==> config.mk <==
export PLATFORM = sky130hd
export DESIGN_NAME = x_mux_alct_tx_flat
export DESIGN_NICKNAME = d
export VERILOG_FILES = /design/src/rtl/x_mux_alct_tx_pkg.sv /design/src/rtl/x_mux_alct_tx_if.sv /design/src/rtl/x_mux_alct_tx_pairfifo.sv /design/src/rtl/x_mux_alct_tx.sv /design/src/flat_wrapper.sv
export SDC_FILE = /design/constraint.sdc
export NUM_CORES = 1
export LEC_CHECK = 0
export BUFFER_PORTS_ARGS = -buffer_cell sky130_fd_sc_hd__buf_2
export CORE_ASPECT_RATIO = 1.2
export CORE_MARGIN = 3
export CORE_UTILIZATION = 58
export DETAILED_ROUTE_END_ITERATION = 6
export PLACE_DENSITY = 0.9
export SLEW_MARGIN = 5
export SYNTH_ARGS = -nofsm -noshare
export SYNTH_HDL_FRONTEND = slang
export SYNTH_HIERARCHICAL = 1
export SYNTH_SLANG_ARGS = --single-unit
==> constraint.sdc <==
create_clock -name clock_2x -period 4.25 [get_ports clock_2x]
set_input_delay 0.2125 -clock clock_2x [delete_from_list [all_inputs] [get_ports clock_2x]]
set_output_delay 0.2125 -clock clock_2x [all_outputs]
set_load 0.005 [all_outputs]
==> src/rtl/x_mux_alct_tx_pkg.sv <==
// Shared types and constants for the ALCT transmit-side 2:1 word multiplexer.
package x_mux_alct_tx_pkg;

    typedef enum logic [1:0] {
        IDLE = 2'd0,
        S1   = 2'd1,
        S2   = 2'd2
    } state_t;

    localparam int PAIR_DEPTH = 2;
    localparam int OCC_W      = 2;

endpackage

==> src/rtl/x_mux_alct_tx_if.sv <==
// Pair input / multiplexed output bundle of the ALCT transmit multiplexer.
interface x_mux_alct_tx_if #(
    parameter int WIDTH = 1,
    parameter int CNT_W = 8
);
    logic [WIDTH-1:0] din1st;
    logic [WIDTH-1:0] din2nd;
    logic             din_vld;
    logic             clr_err;
    logic [WIDTH-1:0] dout;
    logic             dout_1st;
    logic             dout_vld;
    logic             ovf;
    logic             slip;
    logic [CNT_W-1:0] drop_cnt;

    modport master (
        output din1st, din2nd, din_vld, clr_err,
        input  dout, dout_1st, dout_vld, ovf, slip, drop_cnt
    );

    modport slave (
        input  din1st, din2nd, din_vld, clr_err,
        output dout, dout_1st, dout_vld, ovf, slip, drop_cnt
    );
endinterface

==> src/rtl/x_mux_alct_tx_pairfifo.sv <==
// Two-entry FIFO of {1st,2nd} word pairs; read data is the oldest entry, so a
// same-cycle push into a full FIFO never shows through to the pop.
module x_mux_alct_pairfifo
    import x_mux_alct_tx_pkg::*;
#(
    parameter int WIDTH = 1
) (
    input  logic             clock_2x,
    input  logic             reset,
    input  logic             push,
    input  logic             pop,
    input  logic [WIDTH-1:0] wr1st,
    input  logic [WIDTH-1:0] wr2nd,
    output logic [WIDTH-1:0] rd1st,
    output logic [WIDTH-1:0] rd2nd,
    output logic [OCC_W-1:0] count
);
    logic [WIDTH-1:0] mem1st [PAIR_DEPTH];
    logic [WIDTH-1:0] mem2nd [PAIR_DEPTH];
    logic             wptr;
    logic             rptr;

    always_ff @(posedge clock_2x or posedge reset) begin
        if (reset) begin
            wptr  <= 1'b0;
            rptr  <= 1'b0;
            count <= '0;
            for (int i = 0; i < PAIR_DEPTH; i++) begin
                mem1st[i] <= '0;
                mem2nd[i] <= '0;
            end
        end else begin
            if (push) begin
                mem1st[wptr] <= wr1st;
                mem2nd[wptr] <= wr2nd;
                wptr         <= ~wptr;
            end
            if (pop) begin
                rptr <= ~rptr;
            end
            case ({push, pop})
                2'b10:   count <= count + 1'b1;
                2'b01:   count <= count - 1'b1;
                default: count <= count;
            endcase
        end
    end

    assign rd1st = mem1st[rptr];
    assign rd2nd = mem2nd[rptr];

endmodule

==> src/rtl/x_mux_alct_tx.sv <==
// ALCT single-cable transmit side: 40 MHz word pairs out at 80 MHz, 1st word
// first, through a 2-pair jitter buffer with drop and phase-slip flags.
//
//   state | meaning
//   IDLE  | no pair in flight; pops a waiting pair (dout still idle)
//   S1    | drives the 1st word of the popped pair
//   S2    | drives the 2nd word; pre-pops the next pair if one waits
module x_mux_alct_tx
    import x_mux_alct_tx_pkg::*;
#(
    parameter int               WIDTH     = 1,
    parameter logic [WIDTH-1:0] IDLE_WORD = '0,
    parameter int               CNT_W     = 8
) (
    input  logic           clock_2x,
    input  logic           reset,
    x_mux_alct_tx_if.slave bus
);
    state_t           state;
    state_t           state_nxt;
    logic             pop;
    logic             push;
    logic             drop;
    logic             slip_evt;
    logic [OCC_W-1:0] count;
    logic [WIDTH-1:0] rd1st;
    logic [WIDTH-1:0] rd2nd;
    logic [WIDTH-1:0] hold_1st;
    logic [WIDTH-1:0] hold_2nd;
    logic [WIDTH-1:0] dout_q;
    logic [WIDTH-1:0] dout_nxt;
    logic             dout_1st_q;
    logic             dout_1st_nxt;
    logic             dout_vld_q;
    logic             dout_vld_nxt;
    logic             ovf_q;
    logic             slip_q;
    logic [CNT_W-1:0] drop_cnt_q;

    // A pair may enter a full buffer only when a pop frees the oldest slot.
    assign push     = bus.din_vld && ((count < OCC_W'(PAIR_DEPTH)) || pop);
    assign drop     = bus.din_vld && !push;
    assign slip_evt = (state == S2) && (state_nxt == IDLE) && bus.din_vld;

    x_mux_alct_pairfifo #(.WIDTH(WIDTH)) u_pairfifo (
        .clock_2x (clock_2x),
        .reset    (reset),
        .push     (push),
        .pop      (pop),
        .wr1st    (bus.din1st),
        .wr2nd    (bus.din2nd),
        .rd1st    (rd1st),
        .rd2nd    (rd2nd),
        .count    (count)
    );

    always_comb begin
        state_nxt    = state;
        pop          = 1'b0;
        dout_nxt     = IDLE_WORD;
        dout_1st_nxt = 1'b0;
        dout_vld_nxt = 1'b0;
        case (state)
            IDLE: begin
                if (count != '0) begin
                    pop       = 1'b1;
                    state_nxt = S1;
                end
            end
            S1: begin
                dout_nxt     = hold_1st;
                dout_1st_nxt = 1'b1;
                dout_vld_nxt = 1'b1;
                state_nxt    = S2;
            end
            S2: begin
                dout_nxt     = hold_2nd;
                dout_vld_nxt = 1'b1;
                if (count != '0) begin
                    pop       = 1'b1;
                    state_nxt = S1;
                end else begin
                    state_nxt = IDLE;
                end
            end
            default: state_nxt = IDLE;
        endcase
    end

    always_ff @(posedge clock_2x or posedge reset) begin
        if (reset) begin
            state      <= IDLE;
            hold_1st   <= '0;
            hold_2nd   <= '0;
            dout_q     <= IDLE_WORD;
            dout_1st_q <= 1'b0;
            dout_vld_q <= 1'b0;
        end else begin
            state      <= state_nxt;
            dout_q     <= dout_nxt;
            dout_1st_q <= dout_1st_nxt;
            dout_vld_q <= dout_vld_nxt;
            if (pop) begin
                hold_1st <= rd1st;
                hold_2nd <= rd2nd;
            end
        end
    end

    // clr_err beats a same-cycle drop or slip; that event is not recorded.
    always_ff @(posedge clock_2x or posedge reset) begin
        if (reset) begin
            ovf_q      <= 1'b0;
            slip_q     <= 1'b0;
            drop_cnt_q <= '0;
        end else if (bus.clr_err) begin
            ovf_q      <= 1'b0;
            slip_q     <= 1'b0;
            drop_cnt_q <= '0;
        end else begin
            if (drop) begin
                ovf_q <= 1'b1;
                if (drop_cnt_q != {CNT_W{1'b1}}) begin
                    drop_cnt_q <= drop_cnt_q + 1'b1;
                end
            end
            if (slip_evt) begin
                slip_q <= 1'b1;
            end
        end
    end

    assign bus.dout     = dout_q;
    assign bus.dout_1st = dout_1st_q;
    assign bus.dout_vld = dout_vld_q;
    assign bus.ovf      = ovf_q;
    assign bus.slip     = slip_q;
    assign bus.drop_cnt = drop_cnt_q;

endmodule

==> src/flat_wrapper.sv <==
// flat-port wrapper written by rule: the top's interface ports become plain ports
module x_mux_alct_tx_flat import x_mux_alct_tx_pkg::*;
#(
    parameter int               WIDTH     = 1,
    parameter logic [WIDTH-1:0] IDLE_WORD = '0,
    parameter int               CNT_W     = 8
)
  (clock_2x, reset, bus_din1st, bus_din2nd, bus_din_vld, bus_clr_err, bus_dout, bus_dout_1st, bus_dout_vld, bus_ovf, bus_slip, bus_drop_cnt);
  x_mux_alct_tx_if #(.WIDTH(WIDTH), .CNT_W(CNT_W)) bus_i ();
  input  logic clock_2x;
  input  logic reset;
  input wire logic [$bits(bus_i.din1st)-1:0] bus_din1st;
  input wire logic [$bits(bus_i.din2nd)-1:0] bus_din2nd;
  input wire logic [$bits(bus_i.din_vld)-1:0] bus_din_vld;
  input wire logic [$bits(bus_i.clr_err)-1:0] bus_clr_err;
  output wire logic [$bits(bus_i.dout)-1:0] bus_dout;
  output wire logic [$bits(bus_i.dout_1st)-1:0] bus_dout_1st;
  output wire logic [$bits(bus_i.dout_vld)-1:0] bus_dout_vld;
  output wire logic [$bits(bus_i.ovf)-1:0] bus_ovf;
  output wire logic [$bits(bus_i.slip)-1:0] bus_slip;
  output wire logic [$bits(bus_i.drop_cnt)-1:0] bus_drop_cnt;
  assign bus_i.din1st = bus_din1st;
  assign bus_i.din2nd = bus_din2nd;
  assign bus_i.din_vld = bus_din_vld;
  assign bus_i.clr_err = bus_clr_err;
  assign bus_dout = bus_i.dout;
  assign bus_dout_1st = bus_i.dout_1st;
  assign bus_dout_vld = bus_i.dout_vld;
  assign bus_ovf = bus_i.ovf;
  assign bus_slip = bus_i.slip;
  assign bus_drop_cnt = bus_i.drop_cnt;
  x_mux_alct_tx #(.WIDTH(WIDTH), .IDLE_WORD(IDLE_WORD), .CNT_W(CNT_W)) u_core (.clock_2x(clock_2x), .reset(reset), .bus(bus_i));
endmodule
==> results.toml, run 1 <==
[setup_path]
setup.worst_path.class = "flop to flop"
worst_setup_path_end_kind = "flop"
rr_endpoint = "u_core/u_pairfifo/count[1]"
crit_chain = "inv_1 -> ha_1 -> nor2_1 -> a21boi_0 -> inv_1 -> ha_1 -> nor2_1 -> xor2_1"
cp.required_ps = 4490
cpLargestDelayFamily = "adder cells"
cp_max_fo = 6
r2r_setup_slack_ps = 2160
r2r-start = "u_core/state[0]"
r2r_cells = 8
startpoint_type = "flop"
crit_path_top_delay_cell = "dfrtp_1"
slowest_delay_ps = 460
cp.arrival_ps = 2330
worst-path-buf-inv = 2

[clocking]
cts_root_buf = "clkbuf_4"
tritoncts.num_buffers = 3
postCtsSetupBuffers = 0
cts_sinks = 25
htreeDepth = 1
clock_latency_ps = 300
cts.path.max_buffers = 2
cts_tree = "yes"
cts.clk_slew.worst_paths_ps = 130

[layout]
areaGrowthSynthToFinish_pct = 11.8
drive_gt1_share_pct = 22.6
antennaDiodeCount = 0
finalNetCount = 138
fin_cells = 143

[power_and_ir_drop]
power_frac_comb_pct = 38.6
seqPwrFrac_pct = 48.5
power.switching_mw = 0.273
switching_share_pct = 34.7
vdd_drop_max_mv = 0.491
leakagePower_nw = 0.661
pwr-share-clk_pct = 12.8
internal_power_mw = 0.514
p_per_area_nw_per_um2 = 599

[place]
port_buffers = 18
dp.cells = 138
gp_congestion = 0.832
hpwl_mm = 1.59

[timing]
tightestPinTransition_ps = 612
grt_setup_unrepaired = "no"
tns_ps = 0
finalCritPeriodShare_pct = 49.2
fmax_mhz = 479
slew_viol_final = 0
post-route-min-period_ps = 2090
finClkSkew_ps = 3.06
hold_viol = 0
setup_viol = 0
slew-limit-headroom_pct = 59.2

[floorplan]
rows = 17
ioPinCount = 19
initial_core_util_pct = 62.9
fp.dieH_um = 55.4
die_w_um = 47.1
fp.dieArea_um2 = 2610
core_area_um2 = 1870

[min_path]
min-delay-start = "bus_din2nd"
hold_class = "primary input to flop"
holdPathStages = 2
min_to = "u_core/u_pairfifo/mem2nd[1]"

[detailed_routing]
vias = 825
drt_iter0_markers = 25
totalWireLength_mm = 2.11
vias_per_cell = 5.77
dr.pass1.iters = 4
drc = 0
wl_per_cell_um = 14.8
antenna_left = 0

[grt]
antenna_found_initial = 0
grt_overflow = 0
grt_pass1_vias = 876
grt_use_total_pct = 17.8
grt_max_degree = 18
grt_pass1_wl_mm = 3.51

[synthesis]
ys_warn_count = 6
yosysSeqAreaShare_pct = 53.1
syn_area_um2 = 1180
synth.net_count = 116
synth_seq_cells = 25
syn_inst = 103
synth_cell_type_count = 32
synth_area_per_cell_um2 = 11.4

[run]
drv_cap = 0

[run_status]
outcome = "completed"
[cells in the mapped netlist]
library cell  count  area (µm²)
and4bb_1          1        12.5
xnor2_1           2        17.5
nor2b_1           2        12.5
a22oi_1           1        7.51
nand2b_1          1        6.26
and3_1            2        12.5
or3_1             2        12.5
nand4_2           1        12.5
nand3_1           1        5.00
nor3_1            3        15.0
a31oi_1           3        18.8
a21oi_1           4        20.0
a311oi_1          1        8.76
o22ai_1           1        6.26
nand2_1           4        15.0
mux2_2            6        67.6
inv_1             6        22.5
dfrtp_1          25         626
nor4b_1           1        8.76
ha_1              7        87.6
and4_1            1        8.76
mux2_1            2        22.5
a211oi_1          1        7.51
nor2_1           11        41.3
xor2_1            5        43.8
o21ai_0           3        15.0
buf_1             1        3.75
mux2i_1           1        10.0
a21boi_0          1        7.51
buf_4             1        7.51
o31ai_1           1        7.51
o211ai_1          1        7.51
[metal layers]
metal	share of wire (%)	global-route usage (%)	vias to the layer above	wire length [µm]
met3	3.7	3.26	4	78
li1	-	-	403	-
met2	53	30.7	22	1120
met1	42	21.2	396	887
met5	0	0	-	0
met4	1.1	5.53	0	23
[what timing repair did]
| action | 4_1_cts | 5_1_grt |
|---|---|---|
| resized for setup | 0 | 0 |
| endpoints found under the hold margin | 25 | 0 |
| hold buffers | 1 | 0 |
[per-stage QoR]
stage / area, µm² / util (%) / total power, mW / setup slack [ps] / hold slack (ps)
3_5_place_dp: 1280 / 68.4 / 0.690 / 2200 / 175
6_report: 1320 / 70.3 / 0.788 / 2160 / 137
3_3_place_gp: 1280 / 68.4 / 0.666 / 2280 / 167
4_1_cts: 1320 / 70.3 / 0.791 / 2170 / 131
2_1_floorplan: 1180 / - / 0.610 / 2420 / 28.2
5_1_grt: 1320 / 70.3 / 0.856 / 1920 / 127
[worst max path at each step]
stage               slack, ps                         end  depth (start not counted)             from
floorplan                2420  u_core/u_pairfifo/count[1]                          8  u_core/state[0]
global placement         2280  u_core/u_pairfifo/count[1]                          8  u_core/state[0]
detailed placement       2200  u_core/u_pairfifo/count[1]                          8  u_core/state[0]
CTS                      2170  u_core/u_pairfifo/count[1]                          8  u_core/state[0]
global route             1920  u_core/u_pairfifo/count[1]                          8  u_core/state[0]
finish                   2160  u_core/u_pairfifo/count[1]                          8  u_core/state[0]
[logic make-up (layout without fill, tap and decap cells)]
family / count (synthesis) / after routing / share of synthesized area, %
buffers and inverters: 8 / 29 / 2.87
flip-flops: 25 / 25 / 53.1
AND/OR/NAND/NOR: 30 / 30 / 13.8
multiplexers: 9 / 9 / 8.50
XOR/XNOR: 7 / 7 / 5.21
adder cells (fa/ha/maj): 7 / 7 / 7.44
AO/OA/AOI/OAI: 17 / 17 / 9.03
[cell type report]
type / count / area (µm²)
sequential: 25 / 626
fill: 133 / 556
multi-input combinational: 70 / 518
timing repair buffer: 19 / 100
clock buffer: 4 / 26.3
tap: 19 / 23.8
inverter: 6 / 22.5
[power by group through the flow]
stage / Combinational, mW / Clock (mW) / Sequential [mW]
2_1_floorplan: 0.235 / 0 / 0.375
3_3_place_gp: 0.283 / 0 / 0.383
3_5_place_dp: 0.302 / 0 / 0.388
4_1_cts: 0.307 / 0.103 / 0.382
5_1_grt: 0.346 / 0.117 / 0.393
6_report: 0.304 / 0.101 / 0.382
[placed cells by master (no fill, tap or decap), types with 3 or more instances in the layout]
master,synthesis,final
o21ai_0,3,3
nand2_1,4,4
mux2_2,6,6
nor2_1,11,11
a21oi_1,4,4
xor2_1,5,5
nor3_1,3,3
inv_1,6,6
clkbuf_4,0,3
ha_1,7,7
a31oi_1,3,3
dfrtp_1,25,25
buf_2,0,18
[state kept, by name, summed over array words and instances (netlist names)]
signal                    cells
u_core/bus.dout               1
u_core/bus.dout_1st           1
u_core/bus.dout_vld           1
u_core/bus.drop_cnt           8
u_core/bus.ovf                1
u_core/bus.slip               1
u_core/hold_1st               1
u_core/hold_2nd               1
u_core/state                  2
u_core/u_pairfifo/count       2
u_core/u_pairfifo/mem1st      2
u_core/u_pairfifo/mem2nd      2
u_core/u_pairfifo/rptr        1
u_core/u_pairfifo/wptr        1
Note: power is estimated with default switching activity, not from simulation.
==> inputs of run 2 (changes only) <==
CORE_UTILIZATION = 49   (was 58)
PLACE_DENSITY = 0.81   (was 0.9)
clock period = 1.9 ns   (was 4.25 ns; I/O delays follow)
==> results.toml, run 2 (synthesis results as in run 1) <==
[layout]
drive_gt1_share_pct = 28.5
areaGrowthSynthToFinish_pct = 18.5
fin_cells = 160
final_common_cell = "dfrtp_1"
antennaDiodeCount = 0
largest_reg_flops = 8
final_cell_mix = "25 x dfrtp_1, 18 x buf_2, 11 x nor2_1"
finalNetCount = 144
stdcell_area_um2 = 1400

[floorplan]
initial_core_util_pct = 54.5
ioPinCount = 19
fp.dieArea_um2 = 3030
core_area_um2 = 2160
rows = 18
die_w_um = 50.7
fp.dieH_um = 59.7

[detailed_routing]
drc = 0
vias = 873
vias_per_cell = 5.46
wl_met1_um = 936
antenna_left = 0
totalWireLength_mm = 2.34
wl_met2_mm = 1.28
drt_iter0_markers = 25
wl_per_cell_um = 14.6
dr.pass1.iters = 4
wl_met3_um = 79
top_layer = "met4"

[clocking]
cts_sinks = 25
clock_latency_ps = 320
cts.path.max_buffers = 2
cts.clk_slew.worst_paths_ps = 130
tritoncts.num_buffers = 3
htreeDepth = 1
cts_root_buf = "clkbuf_4"
cts_tree = "yes"

[timing]
tightestPinTransition_ps = 648
slew_viol_final = 0
post-route-min-period_ps = 1850
fmax_mhz = 539
slew-limit-headroom_pct = 56.8
tns_ps = 0
finalCritPeriodShare_pct = 97.6
hold_viol = 0
setup_viol = 0
finClkSkew_ps = 7.90

[setup_path]
crit_path_top_delay_cell = "dfrtp_1"
startpoint_type = "flop"
cp.required_ps = 2140
worst_setup_path_end_kind = "flop"
setup.worst_path.class = "flop to flop"
slowest_delay_ps = 440
cp.arrival_ps = 2100
crit_chain = "inv_1 -> ha_2 -> and4bb_2 -> nand4_2 -> or3_1 -> a21oi_1"
cp_max_fo = 5

[grt]
grt_use_total_pct = 16.6
grt_pass1_wl_mm = 3.73
grt_pass1_vias = 866
grt_max_degree = 18
grt_overflow = 0
antenna_found_initial = 0

[place]
hpwl_mm = 1.69
gp_congestion = 0.809
port_buffers = 18
dp.cells = 152
place_area_um2 = 1320

[power_and_ir_drop]
finalPower_mw = 1.87
leakagePower_nw = 0.686
p_per_area_nw_per_um2 = 1340
vdd_drop_max_mv = 0.771

[min_path]
hold_class = "primary input to flop"

[run]
drv_cap = 0

[run_status]
outcome = "completed"
-- run 2: changes by cell type in the layout (fill, tap and decap cells not counted), sizes merged --
cell and delta:
buf +4, dlygate4sd3 +2
-- run 2: repair_timing --
item | in CTS | in global routing
endpoints found under the hold margin | 27 | 0
hold buffers | 3 | 0
setup endpoints to repair | 2 | 3
gates resized for setup | 2 | 4
setup buffers | 0 | 1
pin swaps | 0 | 1
-- run 2: worst paths after layout --
path	from	end	slack, ps	depth (start not counted)
min reg2reg	u_core/u_pairfifo/wptr	u_core/u_pairfifo/wptr	490	1
max reg2reg	u_core/state[0]	u_core/bus.drop_cnt[3]	50	6
min	bus_clr_err	u_core/bus.drop_cnt[5]	60	2
max	u_core/state[0]	u_core/bus.drop_cnt[3]	50	6
min in group asynchronous	reset	u_core/u_pairfifo/mem1st[0]	260	3
max in group asynchronous	reset	u_core/bus.ovf	1070	3
-- run 2: layer usage --
layer | vias to the layer above | global-route usage, %
met1 | 430 | 18.3
met2 | 21 | 31.7
met5 | - | 0
met3 | 4 | 2.24
li1 | 418 | -
met4 | 0 | 6.92
-- run 2: cell type report --
| class | count | area (µm²) |
|---|---|---|
| Clock buffer | 4 | 26.3 |
| Fill cell | 178 | 767 |
| Multi-Input combinational cell | 70 | 533 |
| Inverter | 6 | 22.5 |
| Tap cell | 30 | 37.5 |
| Sequential cell | 25 | 626 |
| Timing Repair Buffer | 25 | 150 |
-- run 2: report_power, final --
| part | total (mW) | switching (mW) | internal (mW) |
|---|---|---|---|
| combinational | 0.775 | 0.360 | 0.414 |
| sequential | 0.864 | 0.145 | 0.719 |
| clock | 0.232 | 0.150 | 0.0821 |
-- run 2: worst max-delay path, delay by kind of cell (launching register included) --
family                   cells  cell delay, ps
AO/OA/AOI/OAI                1             150
adder cells (fa/ha/maj)      1             220
buffers and inverters        1             100
flip-flops                   1             440
AND/OR/NAND/NOR              3             870
-- run 2: through the flow --
step | hold slack, ps | util [%] | setup slack [ps]
after floorplan | -89.3 | - | 71.6
after global placement | 52.9 | 60.9 | 140
after detailed placement | 67.4 | 60.9 | 0.0373
after CTS | 47.7 | 63.8 | -0.882
after global routing | 66.3 | 64.5 | -30.8
final | 62.9 | 64.5 | 45.5
==> inputs of run 3 (changes only) <==
CORE_ASPECT_RATIO = default   (was 1.2)
==> results.toml, run 3 (synthesis results as in run 1) <==
[setup_path]
r2r-start = "u_core/state[0]"
cp.required_ps = 2150
worst_setup_path_end_kind = "flop"
cp.arrival_ps = 2040
setup.worst_path.class = "flop to flop"
r2r_cells = 6
startpoint_type = "flop"
rr_endpoint = "u_core/bus.drop_cnt[3]"
cp_max_fo = 5
r2r_setup_slack_ps = 110

[place]
pre_cts_slack_ps = 81.7
port_buffers = 18
gp_congestion = 0.760
hpwl_mm = 1.58

[clocking]
postCtsSetupBuffers = 0
clock_latency_ps = 310
tritoncts.num_buffers = 3
cts_root_buf = "clkbuf_4"
cts_tree = "yes"
cts.path.max_buffers = 2
htreeDepth = 1
cts_sinks = 25
cts.clk_slew.worst_paths_ps = 140

[layout]
largest_reg_flops = 8
fillers = 188
drive_gt1_share_pct = 27.7
post-route-util_pct = 61.4
antennaDiodeCount = 0
final-seq-area_um2 = 626
areaGrowthSynthToFinish_pct = 17.6
final_cell_mix = "25 x dfrtp_1, 18 x buf_2, 11 x nor2_1"
multi_input_area_um2 = 524
finalNetCount = 144
final_common_cell = "dfrtp_1"

[min_path]
min-delay-start = "bus_clr_err"
min_to = "u_core/bus.drop_cnt[3]"
hold_class = "primary input to flop"
holdPathStages = 2

[timing]
whs_ps = 62.9
slew-limit-headroom_pct = 56.5
slew_viol_final = 0
fmax_mhz = 559
grt_setup_unrepaired = "no"
tns_ps = 0
setup_slack_ps = 110
tightestPinTransition_ps = 651
finClkSkew_ps = 4.34
setup_viol = 0
post-route-min-period_ps = 1790
finalCritPeriodShare_pct = 94.2
hold_viol = 0

[grt]
grt_overflow = 0
grtUsageMet1_pct = 19.8
antenna_found_initial = 0
grt_pass1_wl_mm = 3.44
grt_pass1_vias = 833
grt_busiest_layer = "met2"
grt_max_degree = 18
grtUsageMet3_pct = 2.41
grt_util_met2_pct = 27.4
grt_use_total_pct = 15.7

[detailed_routing]
totalWireLength_mm = 2.12
wl_per_cell_um = 13.4
vias = 853
drt_iter0_markers = 10
dr.pass1.iters = 5
drc = 0
antenna_left = 0
vias_per_cell = 5.40

[run_status]
outcome = "completed"

[run]
drv_cap = 0

[floorplan]
fp.dieH_um = 55.0
ioPinCount = 19
fp.dieArea_um2 = 3030
core_area_um2 = 2250
rows = 17
die_w_um = 55.0
initial_core_util_pct = 52.2

[power_and_ir_drop]
leakagePower_nw = 0.689
finalPower_mw = 1.84
p_per_area_nw_per_um2 = 1330
vdd_drop_max_mv = 0.914
run 3: cell count changes in the layout (fill, tap and decap cells not counted):
cell / before / now
ha_1: 5 / 6
nor4b_1: 0 / 1
clkinv_2: 0 / 1
clkbuf_1: 1 / 0
ha_2: 2 / 1
nor4b_2: 1 / 0
run 3: critical path, stage by stage (launching register included):
cell	delay [ps]
dfrtp_1	370
inv_1	70
ha_1	250
and4bb_2	380
nand4_2	150
or3_1	360
a21oi_1	150
run 3: power breakdown:
group	total [mW]	internal [mW]	switching, mW
sequential	0.844	0.719	0.125
combinational	0.766	0.412	0.355
clock	0.234	0.0786	0.155
run 3: what timing repair did:
action,CTS,global route
gates resized for setup,0,4
endpoints found under the setup margin,0,5
hold endpoints to repair,27,0
hold buffers,3,0
run 3: how the worst max path moves through the flow:
| stage | end | from | depth (start not counted) |
|---|---|---|---|
| 3_3_place_gp | u_core/bus.drop_cnt[7] | u_core/state[1] | 6 |
| 4_1_cts | u_core/u_pairfifo/count[1] | u_core/state[1] | 9 |
| 5_1_grt | u_core/bus.drop_cnt[3] | u_core/state[0] | 6 |
| 6_report | u_core/bus.drop_cnt[3] | u_core/state[0] | 6 |
| 3_5_place_dp | u_core/u_pairfifo/count[1] | u_core/state[1] | 9 |
| 2_1_floorplan | u_core/u_pairfifo/count[1] | u_core/state[0] | 8 |
run 3: cell type report:
| class | instances | area share, % |
|---|---|---|
| flip-flops and latches | 25 | 45.2 |
| repair buffers | 25 | 10.8 |
| clock buffers | 3 | 1.63 |
| well taps | 28 | 2.53 |
| multi-input cells | 70 | 37.9 |
| clock inverters | 1 | 0.361 |
| inverters | 6 | 1.63 |
run 3: routing by layer:
| metal | share of wire [%] | up-vias |
|---|---|---|
| li1 | - | 411 |
| met2 | 51 | 15 |
| met5 | 0 | - |
| met3 | 3.2 | 2 |
| met4 | 0.61 | 0 |
| met1 | 45 | 425 |
run 3: through the flow:
step | cell area (µm²) | cells
finish | 1390 | 158
global route | 1390 | 158
CTS | 1380 | 158
detailed placement | 1320 | 151
global placement | 1320 | 151
floorplan | 1180 | 103
